### config.mk
export PLATFORM = sky130hd
export DESIGN_NAME = conv_run_sequencer
export DESIGN_NICKNAME = d
export VERILOG_FILES = /design/src/rtl/conv_run_seq_pkg.sv /design/src/rtl/conv_run_sequencer_addr_gen.sv /design/src/rtl/conv_run_sequencer.sv
export SDC_FILE = /design/constraint.sdc
export NUM_CORES = 1
export LEC_CHECK = 0
export CORE_ASPECT_RATIO = 0.8
export CORE_MARGIN = 2
export CORE_UTILIZATION = 50
export DETAILED_ROUTE_END_ITERATION = 10
export MAX_ROUTING_LAYER = met4
export PLACE_DENSITY = 0.82
export SYNTH_ARGS = -nofsm -noshare
export SYNTH_HDL_FRONTEND = slang
export SYNTH_SLANG_ARGS = --single-unit
### constraint.sdc
create_clock -name clk -period 6.3 [get_ports clk]
set_input_delay 0.945 -clock clk [delete_from_list [all_inputs] [get_ports clk]]
set_output_delay 0.945 -clock clk [all_outputs]
set_load 0.02 [all_outputs]
### src/rtl/conv_run_seq_pkg.sv
// Shared types and constants for the conv run sequencer and its address generator.
package conv_run_seq_pkg;

   typedef enum logic [2:0] {
      IDLE,
      HDR_REQ,
      HDR_WAIT,
      RUN,
      DRAIN,
      DONE
   } state_t;

   localparam int ADDR_W = 12;
   localparam int DATA_W = 16;

   localparam logic [ADDR_W-1:0] HDR_ADDR = 12'h000;
   localparam logic [ADDR_W-1:0] IN_BASE  = 12'h001;
   localparam logic [ADDR_W-1:0] W_BASE   = 12'h000;

   // Header word is legal only when the whole 16-bit value lies in [lo, hi].
   function automatic logic n_in_range(input logic [DATA_W-1:0] n, input int lo, input int hi);
      return (int'(n) >= lo) && (int'(n) <= hi);
   endfunction

endpackage

### src/rtl/conv_run_sequencer_addr_gen.sv
// Nested r/c/i/j tap counters (j innermost) and the input/weight/output address arithmetic.
module conv_addr_gen
   import conv_run_seq_pkg::*;
#(
   parameter int K = 3
)
(
   input  logic              clk,
   input  logic              i_reset_b,
   input  logic              i_start,
   input  logic              i_step,
   input  logic [5:0]        i_n,
   output logic [ADDR_W-1:0] o_in_addr,
   output logic [ADDR_W-1:0] o_w_addr,
   output logic [ADDR_W-1:0] o_out_idx,
   output logic              o_first,
   output logic              o_last,
   output logic              o_final
);

   localparam int KW = (K > 1) ? $clog2(K) : 1;

   logic [5:0]        r_r;
   logic [5:0]        r_c;
   logic [KW-1:0]     r_i;
   logic [KW-1:0]     r_j;
   logic [5:0]        w_m;
   logic [ADDR_W-1:0] w_row;
   logic [ADDR_W-1:0] w_col;

   assign w_m = i_n - 6'(K - 1);

   always_ff @(posedge clk) begin
      if (!i_reset_b || i_start) begin
         r_r <= '0;
         r_c <= '0;
         r_i <= '0;
         r_j <= '0;
      end else if (i_step) begin
         if (r_j == KW'(K - 1)) begin
            r_j <= '0;
            if (r_i == KW'(K - 1)) begin
               r_i <= '0;
               if (r_c == w_m - 6'd1) begin
                  r_c <= '0;
                  r_r <= r_r + 6'd1;
               end else begin
                  r_c <= r_c + 6'd1;
               end
            end else begin
               r_i <= r_i + KW'(1);
            end
         end else begin
            r_j <= r_j + KW'(1);
         end
      end
   end

   // Products are formed at 12 bits; legal N keeps every address below 4096.
   assign w_row     = ADDR_W'(r_r) + ADDR_W'(r_i);
   assign w_col     = ADDR_W'(r_c) + ADDR_W'(r_j);
   assign o_in_addr = IN_BASE + w_row * ADDR_W'(i_n) + w_col;
   assign o_w_addr  = W_BASE + ADDR_W'(r_i) * ADDR_W'(K) + ADDR_W'(r_j);
   assign o_out_idx = ADDR_W'(r_r) * ADDR_W'(w_m) + ADDR_W'(r_c);

   assign o_first = (r_i == '0) && (r_j == '0);
   assign o_last  = (r_i == KW'(K - 1)) && (r_j == KW'(K - 1));
   assign o_final = o_last && (r_r == w_m - 6'd1) && (r_c == w_m - 6'd1);

endmodule

### src/rtl/conv_run_sequencer.sv
// Run control, tap address streaming and output write strobes for the conv datapath.
// Optional CONV_RUN_SEQ_CYCLE_CNT_EN adds a cycle_count output counting busy cycles per job.
module conv_run_sequencer
   import conv_run_seq_pkg::*;
#(
   parameter int K       = 3,
   parameter int MAX_N   = 63,
   parameter int MAC_LAT = 1
)
(
   input  logic              clk,
   input  logic              reset_b,
   input  logic              dut_run,
   output logic              dut_busy,
   output logic [ADDR_W-1:0] dut_sram_read_address,
   input  logic [DATA_W-1:0] sram_dut_read_data,
   output logic [ADDR_W-1:0] dut_wmem_read_address,
   output logic              mac_valid,
   output logic              mac_first,
   output logic              mac_last,
   output logic              dut_sram_write_enable,
   output logic [ADDR_W-1:0] dut_sram_write_address
`ifdef CONV_RUN_SEQ_CYCLE_CNT_EN
   ,
   output logic [31:0]       cycle_count
`endif
);

   state_t            r_state;
   state_t            w_next;
   logic              r_armed;
   logic              r_busy;
   logic [5:0]        r_n;
   logic [5:0]        w_n_eff;
   logic              w_accept;
   logic              w_hdr_ok;
   logic              w_issue;
   logic              w_start;
   logic              w_pend;

   logic [ADDR_W-1:0] r_in_addr;
   logic [ADDR_W-1:0] r_w_addr;
   logic              r_cur_first;
   logic              r_cur_last;
   logic              r_cur_final;
   logic [ADDR_W-1:0] r_cur_idx;

   logic              r_mac_vld;
   logic              r_mac_first;
   logic [MAC_LAT:0]  r_tag_vld;
   logic [ADDR_W-1:0] r_tag_idx [0:MAC_LAT];

   logic [ADDR_W-1:0] w_in_addr;
   logic [ADDR_W-1:0] w_w_addr;
   logic [ADDR_W-1:0] w_out_idx;
   logic              w_first;
   logic              w_last;
   logic              w_final;

   assign w_accept = (r_state == IDLE) && dut_run && r_armed;
   assign w_hdr_ok = n_in_range(sram_dut_read_data, K, MAX_N);
   // The header word is still on the bus while tap 0 is computed.
   assign w_n_eff  = (r_state == HDR_WAIT) ? sram_dut_read_data[5:0] : r_n;

   conv_addr_gen #(.K(K)) u_addr_gen (
      .clk       (clk),
      .i_reset_b (reset_b),
      .i_start   (w_start),
      .i_step    (w_issue),
      .i_n       (w_n_eff),
      .o_in_addr (w_in_addr),
      .o_w_addr  (w_w_addr),
      .o_out_idx (w_out_idx),
      .o_first   (w_first),
      .o_last    (w_last),
      .o_final   (w_final)
   );

   // Leave DRAIN once the final tag is one stage from the write strobe, so busy drops right after it.
   always_comb begin
      w_pend = 1'b0;
      for (int p = 0; p < MAC_LAT - 1; p++) begin
         w_pend = w_pend | r_tag_vld[p];
      end
   end

   always_ff @(posedge clk) begin
      if (!reset_b) begin
         r_state <= IDLE;
      end else begin
         r_state <= w_next;
      end
   end

   always_comb begin
      w_next  = r_state;
      w_issue = 1'b0;
      w_start = 1'b0;
      case (r_state)
         IDLE: begin
            if (w_accept) w_next = HDR_REQ;
         end
         HDR_REQ: begin
            w_start = 1'b1;
            w_next  = HDR_WAIT;
         end
         HDR_WAIT: begin
            if (w_hdr_ok) begin
               w_issue = 1'b1;
               w_next  = RUN;
            end else begin
               w_next  = DONE;
            end
         end
         RUN: begin
            if (r_cur_final) w_next = DRAIN;
            else             w_issue = 1'b1;
         end
         DRAIN: begin
            if (!w_pend) w_next = DONE;
         end
         DONE: begin
            w_next = IDLE;
         end
         default: begin
            w_next = IDLE;
         end
      endcase
   end

   always_ff @(posedge clk) begin
      if (!reset_b) begin
         r_armed     <= 1'b1;
         r_busy      <= 1'b0;
         r_n         <= '0;
         r_in_addr   <= '0;
         r_w_addr    <= '0;
         r_cur_first <= 1'b0;
         r_cur_last  <= 1'b0;
         r_cur_final <= 1'b0;
         r_cur_idx   <= '0;
         r_mac_vld   <= 1'b0;
         r_mac_first <= 1'b0;
         r_tag_vld   <= '0;
         for (int p = 0; p <= MAC_LAT; p++) begin
            r_tag_idx[p] <= '0;
         end
      end else begin
         if (w_accept)      r_armed <= 1'b0;
         else if (!dut_run) r_armed <= 1'b1;

         if (w_accept)              r_busy <= 1'b1;
         else if (r_state == DONE)  r_busy <= 1'b0;

         if (r_state == HDR_WAIT) r_n <= sram_dut_read_data[5:0];

         if (w_accept) begin
            r_in_addr <= HDR_ADDR;
         end else if (w_issue) begin
            r_in_addr   <= w_in_addr;
            r_w_addr    <= w_w_addr;
            r_cur_first <= w_first;
            r_cur_last  <= w_last;
            r_cur_final <= w_final;
            r_cur_idx   <= w_out_idx;
         end

         // Operands of the tap addressed in RUN appear on the buses one cycle later.
         r_mac_vld    <= (r_state == RUN);
         r_mac_first  <= (r_state == RUN) && r_cur_first;
         r_tag_vld[0] <= (r_state == RUN) && r_cur_last;
         r_tag_idx[0] <= r_cur_idx;
         for (int p = 1; p <= MAC_LAT; p++) begin
            r_tag_vld[p] <= r_tag_vld[p-1];
            r_tag_idx[p] <= r_tag_idx[p-1];
         end
      end
   end

`ifdef CONV_RUN_SEQ_CYCLE_CNT_EN
   logic [31:0] r_cycle_cnt;

   always_ff @(posedge clk) begin
      if (!reset_b) begin
         r_cycle_cnt <= '0;
      end else if (w_accept) begin
         r_cycle_cnt <= '0;
      end else if (r_busy) begin
         r_cycle_cnt <= r_cycle_cnt + 32'd1;
      end
   end

   assign cycle_count = r_cycle_cnt;
`endif

   assign dut_busy               = r_busy;
   assign dut_sram_read_address  = r_in_addr;
   assign dut_wmem_read_address  = r_w_addr;
   assign mac_valid              = r_mac_vld;
   assign mac_first              = r_mac_first;
   assign mac_last               = r_tag_vld[0];
   assign dut_sram_write_enable  = r_tag_vld[MAC_LAT];
   assign dut_sram_write_address = r_tag_idx[MAC_LAT];

endmodule
==> results.json, run 1 <==
{
  "vias": 5092,
  "overflow": 0,
  "worstPathCellList": "clkdlybuf4s50_1 > mux2i_1 > ha_1 > nor3b_1 > xnor2_1 > mux2i_2 > nand2_1 > fa_1 > fa_1 > inv_1 > fa_1 > inv_1 > fa_1 > inv_1 > ha_1 > buf_4 > nor4_1 > a21oi_1 > a31o_2 > a21oi_1 > xor2_1 > a21oi_1",
  "grt_pass1_vias": 4996,
  "path_buf_inv": 5,
  "dp_hpwl_um": 10570,
  "ctsHoldBuffers": 0,
  "clkSinkCount": 86,
  "slew_headroom": 0.4663,
  "wl_met1_um": 6335,
  "fin_crit_ps": 5938,
  "synth_edf_count": 0,
  "dr.max_layer_used": "met4",
  "max_freq_mhz": 168.4,
  "antenna-diode-count": 0,
  "antenna_found_initial": 0,
  "grt_util_all_layers": 0.2021,
  "start_util": 0.5128,
  "async_flop_share": 0,
  "die_h_um": 109.6,
  "p_int_w": 0.0009514,
  "hold_viol": 0,
  "finalSetupViolations": 0,
  "cts_tree": "built",
  "criticalPathCategory": "in2reg",
  "drt-initial-drc-count": 166,
  "worstSetupEndpointType": "flop",
  "clkPwrFrac": 0.420,
  "crit_top_cell": "fa_1",
  "rsz0062_at_grt": "false",
  "cpPeakStageDelay_ps": 540,
  "crit_arrival_ps": 6150,
  "worstMarginPinSlew_ps": 799.7,
  "clock_skew_ps": 8.906,
  "io_pins": 60,
  "p_sw_frac": 0.2675,
  "htree_levels": 3,
  "outcome": "completed",
  "die_w_um": 136.0,
  "combPwrFrac": 0.149,
  "pwr-share-seq": 0.431,
  "cts_root_buffer": "clkbuf_16",
  "first_pass_iters": 4,
  "viasPerCell": 5.062,
  "cp_max_fo": 5,
  "grt_pass1_wl_um": 23200,
  "portBuffers": 51,
  "fp.coreArea_sq_um": 13600,
  "clkTransAtPathRegs_ps": 60,
  "wl_met3_um": 462,
  "cts_max_path_buffers": 2,
  "yosys_warnings": 0,
  "synth_seq_cells": 86,
  "dieArea_sq_um": 14910,
  "crit_slowest_cell": "fa_1",
  "place_congestion": 0.8881,
  "crit_path_start_kind": "primary input",
  "cts_made_buffers": 9,
  "powerDensity_nw_per_um2": 164.3,
  "drtAntennaViolNets": 0,
  "p_sw_w": 0.0003474,
  "synth_seq_area_share": 0.2469,
  "power_w": 0.001299,
  "num_rows": 38,
  "drive_gt1_frac": 0.09685,
  "remaining_drc_errors": 0,
  "final.setup.worst_slack_ps": 362.0,
  "wl_met2_um": 6486,
  "worstPathRequired_ps": 6520,
  "cts_resized": 0,
  "peakVddDrop_uv": 150.3,
  "synth_cell_types": 64,
  "fin_nets": 963,
  "insertion_delay_ps": 340,
  "avgRoutedWirePerCell_um": 13.49,
  "drv_slew": 0,
  "post_cts_buffers": 0,
  "synth_area_per_cell_sq_um": 9.032,
  "routed_wl_um": 13570,
  "area_growth_pct": 13.33,
  "maxCapViolCount": 0,
  "timing.final.crit_share": 0.9425,
  "hold_path.class": "reg2reg",
  "synth_cells": 772,
  "dp_slack_ps": -7.061,
  "synth_flop_cell": "dfxtp_1",
  "syn-cell-area_sq_um": 6973,
  "grt_start_max_net_pins": 39,
  "p_leak_nw": 3.533,
  "critPathTopFamily": "adder cells"
}
worst paths after layout:
path	slack (ps)	startpoint	to	cells past startpoint
max	360	sram_dut_read_data[2]	r_cur_idx[10]	22
min	430	r_tag_idx[0][1]	r_tag_idx[0][13]	1
max reg2reg	460	r_state[1]	r_cur_idx[10]	22
min reg2reg	430	r_tag_idx[0][1]	r_tag_idx[0][13]	1
flip-flops by register name, indices dropped and copies added, names as in the netlist:
| register | cells |
|---|---|
| dut_busy | 1 |
| r_tag_idx | 24 |
| u_addr_gen.r_r | 6 |
| dut_wmem_read_address | 4 |
| r_tag_vld | 2 |
| u_addr_gen.r_j | 2 |
| mac_valid | 1 |
| r_cur_last | 1 |
| r_cur_idx | 12 |
| u_addr_gen.r_i | 2 |
| r_state | 3 |
| mac_first | 1 |
| u_addr_gen.r_c | 6 |
| r_n | 6 |
| r_cur_first | 1 |
| r_armed | 1 |
| dut_sram_read_address | 12 |
| r_cur_final | 1 |
cell usage after synthesis (7+ instances only):
cell type | number | area share
clkbuf_1 | 17 | 0.0092
nand3_1 | 11 | 0.0079
xnor2_1 | 36 | 0.045
and2_1 | 48 | 0.043
inv_1 | 85 | 0.046
nor2b_1 | 11 | 0.0099
dfxtp_1 | 86 | 0.25
buf_4 | 20 | 0.022
o21ai_0 | 16 | 0.011
mux2i_1 | 9 | 0.013
a211oi_1 | 7 | 0.0075
fa_1 | 49 | 0.14
nor2_1 | 63 | 0.034
xor2_1 | 9 | 0.011
nand2b_1 | 8 | 0.0072
a21oi_1 | 47 | 0.034
buf_6 | 7 | 0.011
ha_1 | 74 | 0.13
nand2_1 | 68 | 0.037
nor4_1 | 8 | 0.0072
nor3_1 | 7 | 0.0050
routing by layer:
metal  up-vias  track usage
met1      2409       0.2543
met5         -            -
met3        22      0.03135
met4         0      0.07440
met2        81       0.3320
li1       2580            -
area by class of cell:
class                   count  area, sq um
flip-flops and latches     86         1722
repair buffers             79        720.7
clock buffers               9        225.2
inverters                  85        319.1
fillers                  1215         5695
clock inverters             7        81.33
well taps                 180        225.2
multi-input cells         560         4609
stage by stage:
stage               hold slack [ps]  area, sq um  instances    util  TNS (ps)
global route                  436.8         7903       1006  0.5812         0
global placement              414.4         7591        990  0.5582         0
floorplan                     411.9         6999        779       -         0
detailed placement            416.9         7591        990  0.5582    -7.061
finish                        427.1         7903       1006  0.5812         0
CTS                           430.4         7898       1006  0.5808         0
power groups by stage:
stage          sequential (W)  combinational, W  clock, W
2_1_floorplan        0.000572          0.000133         0
3_3_place_gp         0.000571          0.000187         0
3_5_place_dp         0.000571          0.000191         0
4_1_cts              0.000559          0.000192  0.000557
5_1_grt              0.000560          0.000210  0.000583
6_report             0.000560          0.000193  0.000546
cell usage in the layout (no fill, tap or decap), types with 3 or more instances in the layout:
cell | synthesis | routed
mux2i_4 | 3 | 3
clkbuf_16 | 0 | 9
a21o_1 | 6 | 6
dfxtp_1 | 86 | 86
ha_1 | 74 | 74
xnor2_1 | 36 | 36
a21oi_2 | 4 | 4
and2_1 | 48 | 48
buf_4 | 20 | 28
nor2_1 | 63 | 63
conb_1 | 1 | 8
nand3_1 | 11 | 11
fa_1 | 49 | 49
nor3_1 | 7 | 7
nor4_1 | 8 | 8
o21ai_0 | 16 | 16
nand2b_1 | 8 | 8
xor2_1 | 9 | 9
a31oi_1 | 3 | 3
nand2_1 | 68 | 68
and3_1 | 4 | 4
or2_2 | 6 | 6
o21bai_1 | 4 | 4
nor2_2 | 6 | 6
nand4_1 | 4 | 4
clkdlybuf4s50_1 | 0 | 51
nor2b_1 | 11 | 11
a21oi_1 | 47 | 47
a211oi_1 | 7 | 7
inv_1 | 85 | 85
mux2i_1 | 9 | 9
a31o_2 | 3 | 3
kinds of logic after synthesis:
family	synth area share
AOI/OAI and AO/OA	0.09995
other	0.0005378
xor gates and xnor gates	0.06675
DFF	0.2469
buffers and inverters	0.09654
muxes	0.02620
adders and majority gates	0.2735
and+or+nand+nor	0.1897
Power figures use the tool's default switching activity.
==> inputs of run 2 (changes only) <==
--- a/config.mk
+++ b/config.mk
@@ -8,9 +8,11 @@
 export CORE_ASPECT_RATIO = 0.8
 export CORE_MARGIN = 2
 export CORE_UTILIZATION = 50
+export CTS_BUF_LIST = sky130_fd_sc_hd__clkbuf_8 sky130_fd_sc_hd__clkbuf_16
 export DETAILED_ROUTE_END_ITERATION = 10
 export MAX_ROUTING_LAYER = met4
 export PLACE_DENSITY = 0.82
+export RECOVER_POWER = 50
 export SYNTH_ARGS = -nofsm -noshare
 export SYNTH_HDL_FRONTEND = slang
 export SYNTH_SLANG_ARGS = --single-unit
==> results.json, run 2 (same netlist as run 1, synthesis figures left out) <==
{
  "outcome": "completed",
  "start_util": 0.5128,
  "cts_root_buffer": "clkbuf_16",
  "insertion_delay_ps": 340,
  "fin_crit_ps": 5938,
  "max_freq_mhz": 168.4,
  "timing.final.crit_share": 0.9426,
  "worstPathRequired_ps": 6520,
  "most-common-layout-cells": "dfxtp_1, inv_1, ha_1",
  "combPwrFrac": 0.148,
  "final_cell_count_no_fill": 1006,
  "worstMarginPinSlew_ps": 1245,
  "drive_gt1_frac": 0.09564,
  "avgRoutedWirePerCell_um": 13.46,
  "antenna-diode-count": 0,
  "top_register": "r_tag_idx",
  "p_sw_frac": 0.2671,
  "place_congestion": 0.8881,
  "worstSetupEndpointType": "flop",
  "largest_reg_flops": 24,
  "clock_skew_ps": 8.947,
  "cts_made_buffers": 9,
  "p_leak_nw": 3.594,
  "crit_path_start_kind": "primary input",
  "crit_arrival_ps": 6150,
  "p_sw_w": 0.0003465,
  "fin_nets": 963,
  "dieArea_sq_um": 14910,
  "maxCapViolCount": 0,
  "viasPerCell": 5.061,
  "clkSinkCount": 86,
  "die_w_um": 136.0,
  "r2r-end": "r_cur_idx[10]",
  "htree_levels": 3,
  "drtAntennaViolNets": 0,
  "placedCellCount": 990,
  "clkTransAtPathRegs_ps": 70,
  "hold_viol": 0,
  "slew_headroom": 0.1700,
  "hold_depth": 1,
  "fp.coreArea_sq_um": 13600,
  "routed_wl_um": 13540,
  "remaining_drc_errors": 0,
  "overflow": 0,
  "clkPwrFrac": 0.420,
  "cp_max_fo": 5,
  "powerDensity_nw_per_um2": 164.2,
  "reg2reg_slack_ps": 460,
  "peakVddDrop_uv": 150.4,
  "whs_endpoint": "r_tag_idx[0][13]",
  "first_pass_iters": 4,
  "hold_path.class": "reg2reg",
  "grt_pass1_vias": 4996,
  "rsz0062_at_grt": "false",
  "worstHoldStart": "r_tag_idx[0][1]",
  "cts_max_path_buffers": 2,
  "p_int_w": 0.0009506,
  "num_rows": 38,
  "mostFrequentLayoutCell": "dfxtp_1",
  "grt_pass1_wl_um": 23200,
  "vias": 5091,
  "grt_start_max_net_pins": 39,
  "die_h_um": 109.6,
  "dp_hpwl_um": 10570,
  "cts_tree": "built",
  "utilization": 0.5809,
  "finalSetupViolations": 0,
  "area_growth_pct": 13.28,
  "criticalPathCategory": "in2reg",
  "fillCellCount": 1216,
  "portBuffers": 51,
  "reg2reg_from": "r_state[1]",
  "r2r_cells": 22,
  "antenna_found_initial": 0,
  "fin_hold_ws_ps": 426.1,
  "grt_util_all_layers": 0.2021,
  "post_cts_buffers": 0,
  "drt-initial-drc-count": 172,
  "pwr-share-seq": 0.431,
  "startpoint": "sram_dut_read_data[2]",
  "io_pins": 60,
  "drv_slew": 0
}
run 2: changes by cell type in the layout (fill, tap and decap cells not counted):
cell / before / now
clkdlybuf4s50_1: 51 / 28
and2_1: 48 / 34
clkbuf_1: 0 / 1
dlygate4sd3_1: 0 / 23
and2_0: 0 / 14
buf_4: 28 / 27
run 2: repair_timing:
action                                  CTS  global route
endpoints found under the setup margin    0             2
gates resized for setup                   0             1
hold buffers                              0             0
run 2: final cells by class:
type                    count  area [sq um]  area share
clock buffers               9         225.2     0.02851
clock inverters             7         81.33     0.01030
inverters                  85         319.1     0.04039
multi-input cells         560          4609      0.5836
flip-flops and latches     86          1722      0.2180
well taps                 180         225.2     0.02851
repair buffers             79         716.9     0.09077
run 2: worst max-delay path, stage by stage:
cell and delay, ps:
clkdlybuf4s50_1 420, mux2i_1 200, ha_1 270, nor3b_1 250, xnor2_1 110, mux2i_2 190, nand2_1 110, fa_1 520
fa_1 540, inv_1 50, fa_1 520, inv_1 50, fa_1 500, inv_1 50, ha_1 290, buf_4 150
nor4_1 240, a21oi_1 90, a31o_2 250, a21oi_1 160, xor2_1 160, a21oi_1 80
run 2: through the flow:
step                worst slack, ps  setup TNS, ps  cell area [sq um]  total power, W
CTS                           367.8              0               7898        0.001308
detailed placement           -7.061         -7.061               7591       0.0007623
finish                        361.7              0               7899        0.001297
global placement              118.8              0               7591       0.0007585
global route                  21.03              0               7899        0.001353
floorplan                     48.42              0               6999       0.0007054
run 2: power by group through the flow:
stage	logic, W	registers (W)	clock network [W]
after CTS	0.000192	0.000559	0.000557
after detailed placement	0.000191	0.000571	0
final	0.000192	0.000559	0.000545
after floorplan	0.000133	0.000572	0
after global routing	0.000209	0.000560	0.000583
after global placement	0.000187	0.000571	0
run 2: worst max path at each step:
stage | end | slack (ps) | cells past startpoint
finish | r_cur_idx[10] | 360 | 22
global route | r_cur_idx[11] | 20 | 22
CTS | r_cur_idx[10] | 370 | 22
detailed placement | r_cur_idx[10] | -7 | 22
global placement | r_cur_idx[10] | 120 | 22
floorplan | r_cur_idx[11] | 50 | 20
run 2: per-layer routing:
layer / share of wire / vias to the layer above / global-route usage / wire length (um)
met5: 0 / - / - / 0
met4: 0.021 / 0 / 0.07440 / 289
met3: 0.037 / 22 / 0.03135 / 506
met2: 0.48 / 85 / 0.3320 / 6487
met1: 0.46 / 2401 / 0.2543 / 6251
li1: - / 2583 / - / -
